**src/rtl/expr_eval_if.sv**
```systemverilog
// rtl/expr_eval_if.sv - character stream in / evaluated value out bundle for expr_eval
// The ovf signal exists only when EXPR_EVAL_OVF_EN is defined.
interface expr_eval_if #(
    parameter int W = 8
);
    logic [7:0]   in;
    logic         in_vld;
    logic [W-1:0] value;
    logic         ok;
    logic         err;
`ifdef EXPR_EVAL_OVF_EN
    logic         ovf;

    modport master (output in, in_vld, input value, ok, err, ovf);
    modport slave  (input in, in_vld, output value, ok, err, ovf);
`else
    modport master (output in, in_vld, input value, ok, err);
    modport slave  (input in, in_vld, output value, ok, err);
`endif
endinterface

```
**src/rtl/expr_eval.sv**
```systemverilog
// rtl/expr_eval.sv - one-char-per-clock evaluator for digit/'+'/'*'/one-paren-level expressions
// Optional sticky overflow flag enabled by defining EXPR_EVAL_OVF_EN.
module expr_eval #(
    parameter int W = 8
) (
    input  logic        clk,
    input  logic        clr_n,
    expr_eval_if.slave  bus
);

    typedef enum logic [1:0] {
        ST_OPND = 2'd0,
        ST_OPR  = 2'd1,
        ST_ERR  = 2'd2
    } st_e;

    st_e          st_q, st_d;
    logic         depth_q, depth_d;
    logic [W-1:0] sum_q, sum_d, term_q, term_d;
    logic         pmul_q, pmul_d;
    logic [W-1:0] s_sum_q, s_sum_d, s_term_q, s_term_d;
    logic         s_pmul_q, s_pmul_d;
    logic [W-1:0] value_q, value_d;
    logic         ok_q, ok_d, err_q, err_d;

    logic         is_digit;
    logic [W-1:0] digit, mul_a, mul_b, mul_y, step_sum;

    assign is_digit = (bus.in >= 8'h30) && (bus.in <= 8'h39);
    assign digit    = W'(bus.in[3:0]);

    // One shared multiplier: digit step uses term*d, ')' uses s_term*inner.
    assign mul_a = (st_q == ST_OPND) ? term_q : s_term_q;
    assign mul_b = (st_q == ST_OPND) ? digit  : step_sum;

`ifdef EXPR_EVAL_OVF_EN
    logic         ovf_q, ovf_d, add_c, out_c;
    logic [2*W-1:0] mul_full;
    logic [W-1:0] out_sum;

    assign mul_full        = {{W{1'b0}}, mul_a} * {{W{1'b0}}, mul_b};
    assign mul_y           = mul_full[W-1:0];
    assign {add_c, step_sum} = {1'b0, sum_q} + {1'b0, term_q};
`else
    assign mul_y    = mul_a * mul_b;
    assign step_sum = sum_q + term_q;
`endif

    always_comb begin
        st_d     = st_q;
        depth_d  = depth_q;
        sum_d    = sum_q;
        term_d   = term_q;
        pmul_d   = pmul_q;
        s_sum_d  = s_sum_q;
        s_term_d = s_term_q;
        s_pmul_d = s_pmul_q;
        value_d  = value_q;
`ifdef EXPR_EVAL_OVF_EN
        ovf_d    = ovf_q;
        out_c    = 1'b0;
        out_sum  = '0;
`endif
        if (bus.in_vld && st_q != ST_ERR) begin
            st_d = ST_ERR;
            if (is_digit && st_q == ST_OPND) begin
                term_d = pmul_q ? mul_y : digit;
                st_d   = ST_OPR;
`ifdef EXPR_EVAL_OVF_EN
                if (pmul_q && |mul_full[2*W-1:W]) ovf_d = 1'b1;
`endif
            end else if (bus.in == 8'h2B && st_q == ST_OPR) begin
                sum_d  = step_sum;
                pmul_d = 1'b0;
                st_d   = ST_OPND;
`ifdef EXPR_EVAL_OVF_EN
                if (add_c) ovf_d = 1'b1;
`endif
            end else if (bus.in == 8'h2A && st_q == ST_OPR) begin
                pmul_d = 1'b1;
                st_d   = ST_OPND;
            end else if (bus.in == 8'h28 && st_q == ST_OPND && !depth_q) begin
                s_sum_d  = sum_q;
                s_term_d = term_q;
                s_pmul_d = pmul_q;
                sum_d    = '0;
                term_d   = '0;
                pmul_d   = 1'b0;
                depth_d  = 1'b1;
                st_d     = ST_OPND;
            end else if (bus.in == 8'h29 && st_q == ST_OPR && depth_q) begin
                // Fold the inner sum back into the term that was pending at '('.
                sum_d   = s_sum_q;
                term_d  = s_pmul_q ? mul_y : step_sum;
                pmul_d  = 1'b0;
                depth_d = 1'b0;
                st_d    = ST_OPR;
`ifdef EXPR_EVAL_OVF_EN
                if (add_c || (s_pmul_q && |mul_full[2*W-1:W])) ovf_d = 1'b1;
`endif
            end
            if (st_d != ST_ERR) begin
`ifdef EXPR_EVAL_OVF_EN
                {out_c, out_sum} = {1'b0, sum_d} + {1'b0, term_d};
                value_d = out_sum;
                if (out_c) ovf_d = 1'b1;
`else
                value_d = sum_d + term_d;
`endif
            end
        end
        ok_d  = (st_d == ST_OPR) && !depth_d;
        err_d = (st_d == ST_ERR);
    end

    always_ff @(posedge clk or negedge clr_n) begin
        if (!clr_n) begin
            st_q     <= ST_OPND;
            depth_q  <= 1'b0;
            sum_q    <= '0;
            term_q   <= '0;
            pmul_q   <= 1'b0;
            s_sum_q  <= '0;
            s_term_q <= '0;
            s_pmul_q <= 1'b0;
            value_q  <= '0;
            ok_q     <= 1'b0;
            err_q    <= 1'b0;
`ifdef EXPR_EVAL_OVF_EN
            ovf_q    <= 1'b0;
`endif
        end else begin
            st_q     <= st_d;
            depth_q  <= depth_d;
            sum_q    <= sum_d;
            term_q   <= term_d;
            pmul_q   <= pmul_d;
            s_sum_q  <= s_sum_d;
            s_term_q <= s_term_d;
            s_pmul_q <= s_pmul_d;
            value_q  <= value_d;
            ok_q     <= ok_d;
            err_q    <= err_d;
`ifdef EXPR_EVAL_OVF_EN
            ovf_q    <= ovf_d;
`endif
        end
    end

    assign bus.value = value_q;
    assign bus.ok    = ok_q;
    assign bus.err   = err_q;
`ifdef EXPR_EVAL_OVF_EN
    assign bus.ovf   = ovf_q;
`endif

endmodule
```
**src/flat_wrapper.sv**
```systemverilog
// flat-port wrapper written by rule: the top's interface ports become plain ports
module expr_eval_flat 
#(
    parameter int W = 8
)
  (clk, clr_n, bus_in, bus_in_vld, bus_value, bus_ok, bus_err);
  expr_eval_if #(.W(W)) bus_i ();
  input  logic clk;
  input  logic clr_n;
  input wire logic [$bits(bus_i.in)-1:0] bus_in;
  input wire logic [$bits(bus_i.in_vld)-1:0] bus_in_vld;
  output wire logic [$bits(bus_i.value)-1:0] bus_value;
  output wire logic [$bits(bus_i.ok)-1:0] bus_ok;
  output wire logic [$bits(bus_i.err)-1:0] bus_err;
  assign bus_i.in = bus_in;
  assign bus_i.in_vld = bus_in_vld;
  assign bus_value = bus_i.value;
  assign bus_ok = bus_i.ok;
  assign bus_err = bus_i.err;
  expr_eval #(.W(W)) u_core (.clk(clk), .clr_n(clr_n), .bus(bus_i));
endmodule
```
**config.mk**
```make
export PLATFORM = sky130hd
export DESIGN_NAME = expr_eval_flat
export DESIGN_NICKNAME = d
export VERILOG_FILES = /design/src/rtl/expr_eval_if.sv /design/src/rtl/expr_eval.sv /design/src/flat_wrapper.sv
export SDC_FILE = /design/constraint.sdc
export NUM_CORES = 1
export LEC_CHECK = 0
export ABC_AREA = 1
export CAP_MARGIN = 20
export CORE_ASPECT_RATIO = 0.6
export CORE_MARGIN = 2
export CORE_UTILIZATION = 45
export CTS_CLUSTER_SIZE = 28
export DETAILED_ROUTE_END_ITERATION = 8
export GPL_ROUTABILITY_DRIVEN = 1
export GPL_TIMING_DRIVEN = 0
export PLACE_DENSITY = 0.75
export SLEW_MARGIN = 15
export SYNTH_ARGS = -nofsm -noshare
export SYNTH_HDL_FRONTEND = slang
export SYNTH_SLANG_ARGS = --single-unit
```
**constraint.sdc**
```tcl
create_clock -name clk -period 7.15 [get_ports clk]
set_clock_uncertainty 0.05 [all_clocks]
set_input_delay 1.43 -clock clk [delete_from_list [all_inputs] [get_ports clk]]
set_output_delay 1.43 -clock clk [all_outputs]
set_load 0.02 [all_outputs]
```
-- Yosys cells after proc, flatten, opt, wreduce, memory -nomap -nowiden
Cells that the tools add are included.
Widths: inputs -> output; s select.
- bits in registers: 47
- input bits: 11
- output and inout bits: 10
- word-level logic and storage cells: 78
- add/subtract/negate cells: 2
- $mul: 1
- order comparisons: 2
- equal/unequal tests: 9
- multiplexer cells: 33
- bitwise operators: 3
- reduce and logical (&&, ||, !) cells: 17
- operators by type and width (kind ; number):
    $mux 8 ; 16
    $eq 8x6->1 const B ; 4
    $add 8x8->8 ; 2
    $mux 2 ; 7
    $logic_and 1x1->1 ; 10
    $mux 1 ; 10
    $ge 8x6->1 const B ; 1
    $le 8x6->1 const B ; 1
    $mul 8x8->8 ; 1
    $reduce_and 5->1 ; 1
    $eq 2x1->1 const B ; 2
    $ne 2x2->1 const B ; 2
    $reduce_bool 4->1 ; 1
    $not 1->1 ; 3
    $reduce_and 3->1 ; 1
    $eq 2x2->1 const B ; 1
    $logic_not 1->1 ; 2
    $logic_not 2->1 ; 1
    $reduce_and 2->1 ; 1

-- Logic depth before layout (Yosys ltp)
- depth after elaboration: 12
- gate-level depth with buffers: 42
- depth with buffers taken out: 42

-- Worst setup path after synthesis
OpenSTA, ideal clock, no wires.
- path type: input to register
- from: input bus_in[1]
- to: register u_core.value_q[7] (netlist: u_core.bus.value[7])
- library setup time: 0.117 ns
- arrival: 5.496 ns
- required time: 6.983 ns
- path slack: 1.487 ns
- stages: 24
- buffers on the path: 1
- path through: buf_2 nand2_1 nand2_1 inv_1 nor2_1 fa_1 ha_1 inv_1 fa_1 inv_1 fa_1 a21oi_1 a221oi_1 a21o_1 ha_1 inv_1 a21oi_1 o21ai_0 nand2_1 a21oi_1 xnor2_2 nand3_1 nand3_1 nand2_1
- word-level cells in the longest chain between the ends: 11
- elaborated cells on any way between the ends: 39
- those cells by class: add/sub (1); mul (1); order compare (2); eq/ne (5); mux (21); reduce/logical (9)
- RTL lines (item ; RTL line ; source):
    start, declared ; flat_wrapper.sv:10 ; input wire logic [$bits(bus_i.in)-1:0] bus_in;
    branches (longest 11 deep; another with $mul 8x8->8) ; -- ;
    end signal, assigned ; expr_eval.sv:141 ; value_q <= value_d;
    end, declared ; expr_eval.sv:23 ; logic [W-1:0] value_q, value_d;
Several ways; the timed one is not identified. The select of a mux whose other input is x is not followed.
A chain may end at the register's enable or synchronous reset.

-- Final worst setup path
- from: input bus_in[2]
- to: register u_core.value_q[7] (netlist: u_core.bus.value[7])
The elaborated chain is that of the path after synthesis.

==> flow_summary.ini <==
[clock_tree]
numCtsBuffers = 5
tritoncts = yes
clockBufferDepth = 2
numClockSinks = 47
cts-resized-gates = 0
cts.clk_slew.worst_paths_ns = 0.06
clock_latency_ns = 0.29
root_buffer = clkbuf_16
post_cts_buffers = 0
cts_hold_buf = 0
h-tree-depth = 2

[grt]
grt_pass1_vias = 3829
antenna_found_initial = 0
grt_pass1_wl_um = 20000
grt_usage_pct = 25.8
overflow = 0
grt_max_degree = 26

[power]
irDropWorstVdd_mv = 0.0891
p_leak_uw = 0.00239
total_power_uw = 531
power_density_mw_per_mm2 = 113

[synthesis]
ys.warnings.count = 0
synth.ff_latch_count = 47
syn_area_sq_mm = 0.00421
synth_seq_area_share_pct = 27.9
async_flop_share_pct = 100
synthCells = 603
synthFlopType = dfrtp_1
synth_cell_types = 42
syn_area_per_cell_sq_um = 6.99
synth_edf_count = 0
synth_fp_nets = 658

[timing]
setup_viol = 0
setup_tns_ns = 0
timing.hold.ws_ns = 0.430
rsz0062_at_grt = no
fin_ws_ns = 0.527
hold_viol = 0
period_share_pct = 92.6
worst_pin_slew_ns = 0.980
timing.slew.headroom_pct = 34.1
finalCriticalPeriod_ns = 6.62
drv_slew = 0
clock.fmax_ghz = 0.151

[drt]
ant_nets = 0
wl_um = 12300
first_pass_iters = 5
drc = 0
via_count = 4189
drt-wirelength-per-cell_um = 16.5
drtIter0Drc = 543
viasPerCell = 5.61

[floorplanning]
core_area_sq_mm = 0.00912
dieWidth_um = 129
die_area_sq_mm = 0.0102
initial_utilization_pct = 46.2
die_height_um = 78.9
num_io_pins = 21
std_cell_rows = 27

[setup_path]
cp-start-kind = primary input
cpMaxStageDelayCell = fa_1
reg2regPathDepth = 32
rrSetupSlack_ns = 0.63
r2r-end = u_core.bus.value[7]
crit_path_end_kind = register
cp.arrival_ns = 6.76
cp.required_ns = 7.29
crit_path_max_fanout = 4
critPathMaxStageDelay_ns = 0.65
r2r_start = u_core.term_q[0]
crit_type = in -> reg

[min_path]
hold_path_end = u_core.bus.value[0]
min_path_cells = 2
hold_start = u_core.bus.value[0]
min_path_type = reg -> reg

[layout]
finalNetCount = 685
drive_gt1_share_pct = 6.18
area_growth_pct = 11.9
fillers = 905
multi_input_area_sq_mm = 0.00253
regArea_sq_mm = 0.00118
diodes = 0

[placed_design]
post-dp-hpwl_um = 10000
place_congestion = 0.988
portBuffers = 19
post-place-ws_ns = 0.296

[status]
run_status = completed

[job]
drv_cap = 0
through the flow:
| step | instance area [sq um] | util (%) | instances |
|---|---|---|---|
| after floorplan | 4210 | - | 603 |
| after global placement | 4550 | 49.9 | 738 |
| after detailed placement | 4560 | 50.0 | 739 |
| after CTS | 4710 | 51.7 | 747 |
| after global routing | 4710 | 51.7 | 747 |
| final | 4710 | 51.7 | 747 |
critical path: cells and delay by family:
family,cells,cell delay [ns]
AOI/OAI and AO/OA,7,1.29
and+or+nand+nor,6,0.58
xor gates and xnor gates,1,0.16
adders and majority gates,6,2.46
buffers and inverters,5,0.83
metal layers:
metal  share of wire, %  wire length, um  track usage [%]
met5                  0                0                0
met4                1.2              149             4.46
met3                 12             1470             6.87
met2                 40             4880             35.3
met1                 47             5850             40.4
cells in the mapped netlist (6+ instances only):
cell      number  area (sq um)
fa_1          14           280
nand2_1      162           608
dfrtp_1       47          1180
inv_2          6          22.5
nand3_1       29           145
nor3_1        11          55.1
inv_1        108           405
ha_1          30           375
nor2_1        37           139
o21ai_0       56           280
a21oi_1       27           135
clkbuf_1       8          30.0
power by group:
part	internal (uW)	total [uW]	switching [uW]
combinational	6.68	19.0	12.3
clock	140	246	106
sequential	266	266	0
worst max path at each step:
stage	start	slack, ns	to	cells after the start
finish	bus_in[2]	0.53	u_core.bus.value[7]	25
detailed placement	bus_in[2]	0.30	u_core.bus.value[7]	25
global placement	bus_in[2]	0.45	u_core.bus.value[7]	25
global route	bus_in[2]	0.22	u_core.bus.value[7]	25
CTS	bus_in[2]	0.59	u_core.bus.value[7]	25
floorplan	bus_in[1]	1.49	u_core.bus.value[7]	24
sequential cells by signal (all words and copies together), names as in the netlist:
register / count
u_core.pmul_q: 1
u_core.s_pmul_q: 1
u_core.s_term_q: 8
u_core.sum_q: 8
u_core.s_sum_q: 8
u_core.bus.ok: 1
u_core.bus.value: 8
u_core.term_q: 8
u_core.bus.err: 1
u_core.st_q: 2
u_core.depth_q: 1
layout by cell type (no fill, tap or decap), drive strengths merged:
cell and instances:
a22oi 1, xor2 5, nor3 11, nand2 166
fa 14, o22ai 4, buf 6, a21o 1
xnor2 6, nand3b 4, nor4 1, a21oi 27
clkinv 3, inv 114, a221oi 3, or3 1
ha 30, nand3 29, o21a 1, o21bai 1
clkdlybuf4s50 18, a31oi 1, dfrtp 47, o221ai 4
o211ai 3, nor2 46, clkbuf 15, nand4 6
mux2i 1, o21ai 62
logic make-up after synthesis:
group                      Yosys count  share of synthesized area (%)
DFF                                 47                           27.9
and+or+nand+nor                    264                           27.4
adders and majority gates           44                           15.6
xor gates and xnor gates            11                           2.47
muxes                                1                          0.238
buffers and inverters              128                           12.0
AOI/OAI and AO/OA                  108                           14.4
area by class of cell:
cell class	instances	area share [%]
multi-input combinational	428	53.7
sequential	47	24.9
inverter	116	9.34
timing repair buffer	20	4.35
tap	116	3.08
clock buffer	7	3.03
buffer	12	1.38
clock inverter	1	0.186
(Power assumes the default switching activity.)
==> RTL change 1 (config.mk and constraints unchanged) <==
`W` is set to 8 in 3 places; all go to 6.
--- a/src/rtl/expr_eval_if.sv
+++ b/src/rtl/expr_eval_if.sv
@@ -1,7 +1,7 @@
 // rtl/expr_eval_if.sv - character stream in / evaluated value out bundle for expr_eval
 // The ovf signal exists only when EXPR_EVAL_OVF_EN is defined.
 interface expr_eval_if #(
-    parameter int W = 8
+    parameter int W = 6
 );
     logic [7:0]   in;
     logic         in_vld;
--- a/src/rtl/expr_eval.sv
+++ b/src/rtl/expr_eval.sv
@@ -1,7 +1,7 @@
 // rtl/expr_eval.sv - one-char-per-clock evaluator for digit/'+'/'*'/one-paren-level expressions
 // Optional sticky overflow flag enabled by defining EXPR_EVAL_OVF_EN.
 module expr_eval #(
-    parameter int W = 8
+    parameter int W = 6
 ) (
     input  logic        clk,
     input  logic        clr_n,
--- a/src/flat_wrapper.sv
+++ b/src/flat_wrapper.sv
@@ -1,7 +1,7 @@
 // flat-port wrapper written by rule: the top's interface ports become plain ports
 module expr_eval_flat 
 #(
-    parameter int W = 8
+    parameter int W = 6
 )
   (clk, clr_n, bus_in, bus_in_vld, bus_value, bus_ok, bus_err);
   expr_eval_if #(.W(W)) bus_i ();
Interface: changed (resized bus_value); port bits go from 21 to 19. The function was not compared with the original's and may differ.
==> RTL change 1 against the original RTL <==
- die area is 29% lower
- worst setup slack improved by 0.89 ns
- largest power group unchanged
- register-to-register slack improved by 1.3 ns
- highest routed layer unchanged
- clock power fell by 35%
- design area down 29%
- critical path depth shrank 3
- synthesized area shrank 30%
- total power shrank 27%
- core utilization is 2.2 points higher
- sequential cell count shrank 10
- worst hold slack better by 0.0069 ns
- wire length is 31% lower
==> RTL change 1: results <==
[routing]
drtIter0Drc = 226
wire_per_inst_microns = 16.2
num_vias = 2929

[sta]
fin_hold_ws_ns = 0.436
max_slew_margin = 0.478

[logic_synthesis]
ys_seq_area_frac = 0.313
synth.top_cells.by_count = "nand2_1, inv_1, dfrtp_1"
synthTopCellsByArea = "dfrtp_1, nand2_1, inv_1"
mappedNetlistNets = 451
yosys.cell_types.count = 37

[pwr]
worst_ir_drop_vdd_uv = 118
static-leakage-power_nw = 1.70

[grt]
vias_in_the_first_global_route = 2753
grt_first_pass_wirelength_mm = 14.1
grt_usage = 0.260
largest_net_degree_at_the_start_of_global_routing = 33

[critical_path]
reg2reg_from = "u_core.term_q[0]"
timing.reg2reg.setup_slack_ns = 1.94
reg2regPathDepth = 22
cpPeakStageDelay_ns = 0.53
crit-reg2reg-capture = "u_core.bus.value[5]"
crit_fanout = 5
worst_ep_arrival_time_ns = 5.93

[place]
global_placer_s_final_weighted_congestion = 0.964
detailedPlacementHpwl_mm = 6.81
port-buffer-count = 18
placed_cell_area_sq_mm = 0.00326

[finish]
layout.filler_cells = 629
drive_above_1_share = 0.108
final_net_count = 477
area_grow_syn2layout_pct = 13.3

[status]
outcome = "finished, final reports clean"

[clocking]
clk_root_buffer_cell = "clkbuf_8"
clkSlewWorstSetupHoldPaths_ns = 0.09
number_of_buffers_added_by_the_clock_tree_synthesis_step = 5

[worst_hold_path]
min_from = "u_core.bus.value[0]"
hold_path.class = "reg2reg"
RTL change 1: worst max-delay path: cells and delay by family:
kind | cells | cell delay, ns
AOI/OAI and AO/OA | 3 | 0.66
xor gates and xnor gates | 1 | 0.19
adders and majority gates | 5 | 2.17
buffers and inverters | 5 | 0.80
and+or+nand+nor | 8 | 0.69
RTL change 1: cells by family after synthesis:
family          after synthesis  synth area share
compound gates               79             0.152
fa+ha+maj                    24             0.119
xor+xnor                      7            0.0233
buf+inv                      73            0.0973
simple gates                196             0.295
flops                        37             0.313
RTL change 1: layer usage:
| metal | GRT usage | up-vias | wire [microns] |
|---|---|---|---|
| li1 | - | 1400 | - |
| met1 | 0.397 | 1376 | 4190 |
| met2 | 0.362 | 146 | 3270 |
| met3 | 0.0744 | 7 | 996 |
| met4 | 0.0449 | 0 | 75 |
| met5 | 0 | - | 0 |
RTL change 1: how the worst max path moves through the flow:
| stage | depth (start not counted) | to | startpoint |
|---|---|---|---|
| floorplan | 21 | u_core.bus.value[5] | bus_in[1] |
| global placement | 22 | u_core.bus.value[5] | bus_in[1] |
| detailed placement | 22 | u_core.bus.value[5] | bus_in[1] |
| CTS | 22 | u_core.bus.value[5] | bus_in[1] |
| global route | 22 | u_core.bus.value[5] | bus_in[1] |
| finish | 22 | u_core.bus.value[5] | bus_in[1] |
RTL change 1: per-stage QoR:
stage	std cells	setup WS (ns)
after floorplan	416	2.16
after global placement	518	1.18
after detailed placement	519	1.16
after CTS	527	1.44
after global routing	527	1.08
final	527	1.42
RTL change 1: power breakdown:
group	leakage [nW]	switching (mW)	internal [mW]	total [mW]
clock	0.0447	0.0905	0.0705	0.161
sequential	0.449	0	0.209	0.209
combinational	1.20	0.00922	0.00634	0.0156
RTL change 1: cell type report:
| class | count | area share |
|---|---|---|
| timing repair buffer | 19 | 0.0583 |
| clock inverter | 3 | 0.00747 |
| buffer | 6 | 0.0108 |
| clock buffer | 5 | 0.0205 |
| sequential | 37 | 0.276 |
| inverter | 67 | 0.0751 |
| multi-input combinational | 306 | 0.520 |
| tap | 84 | 0.0314 |
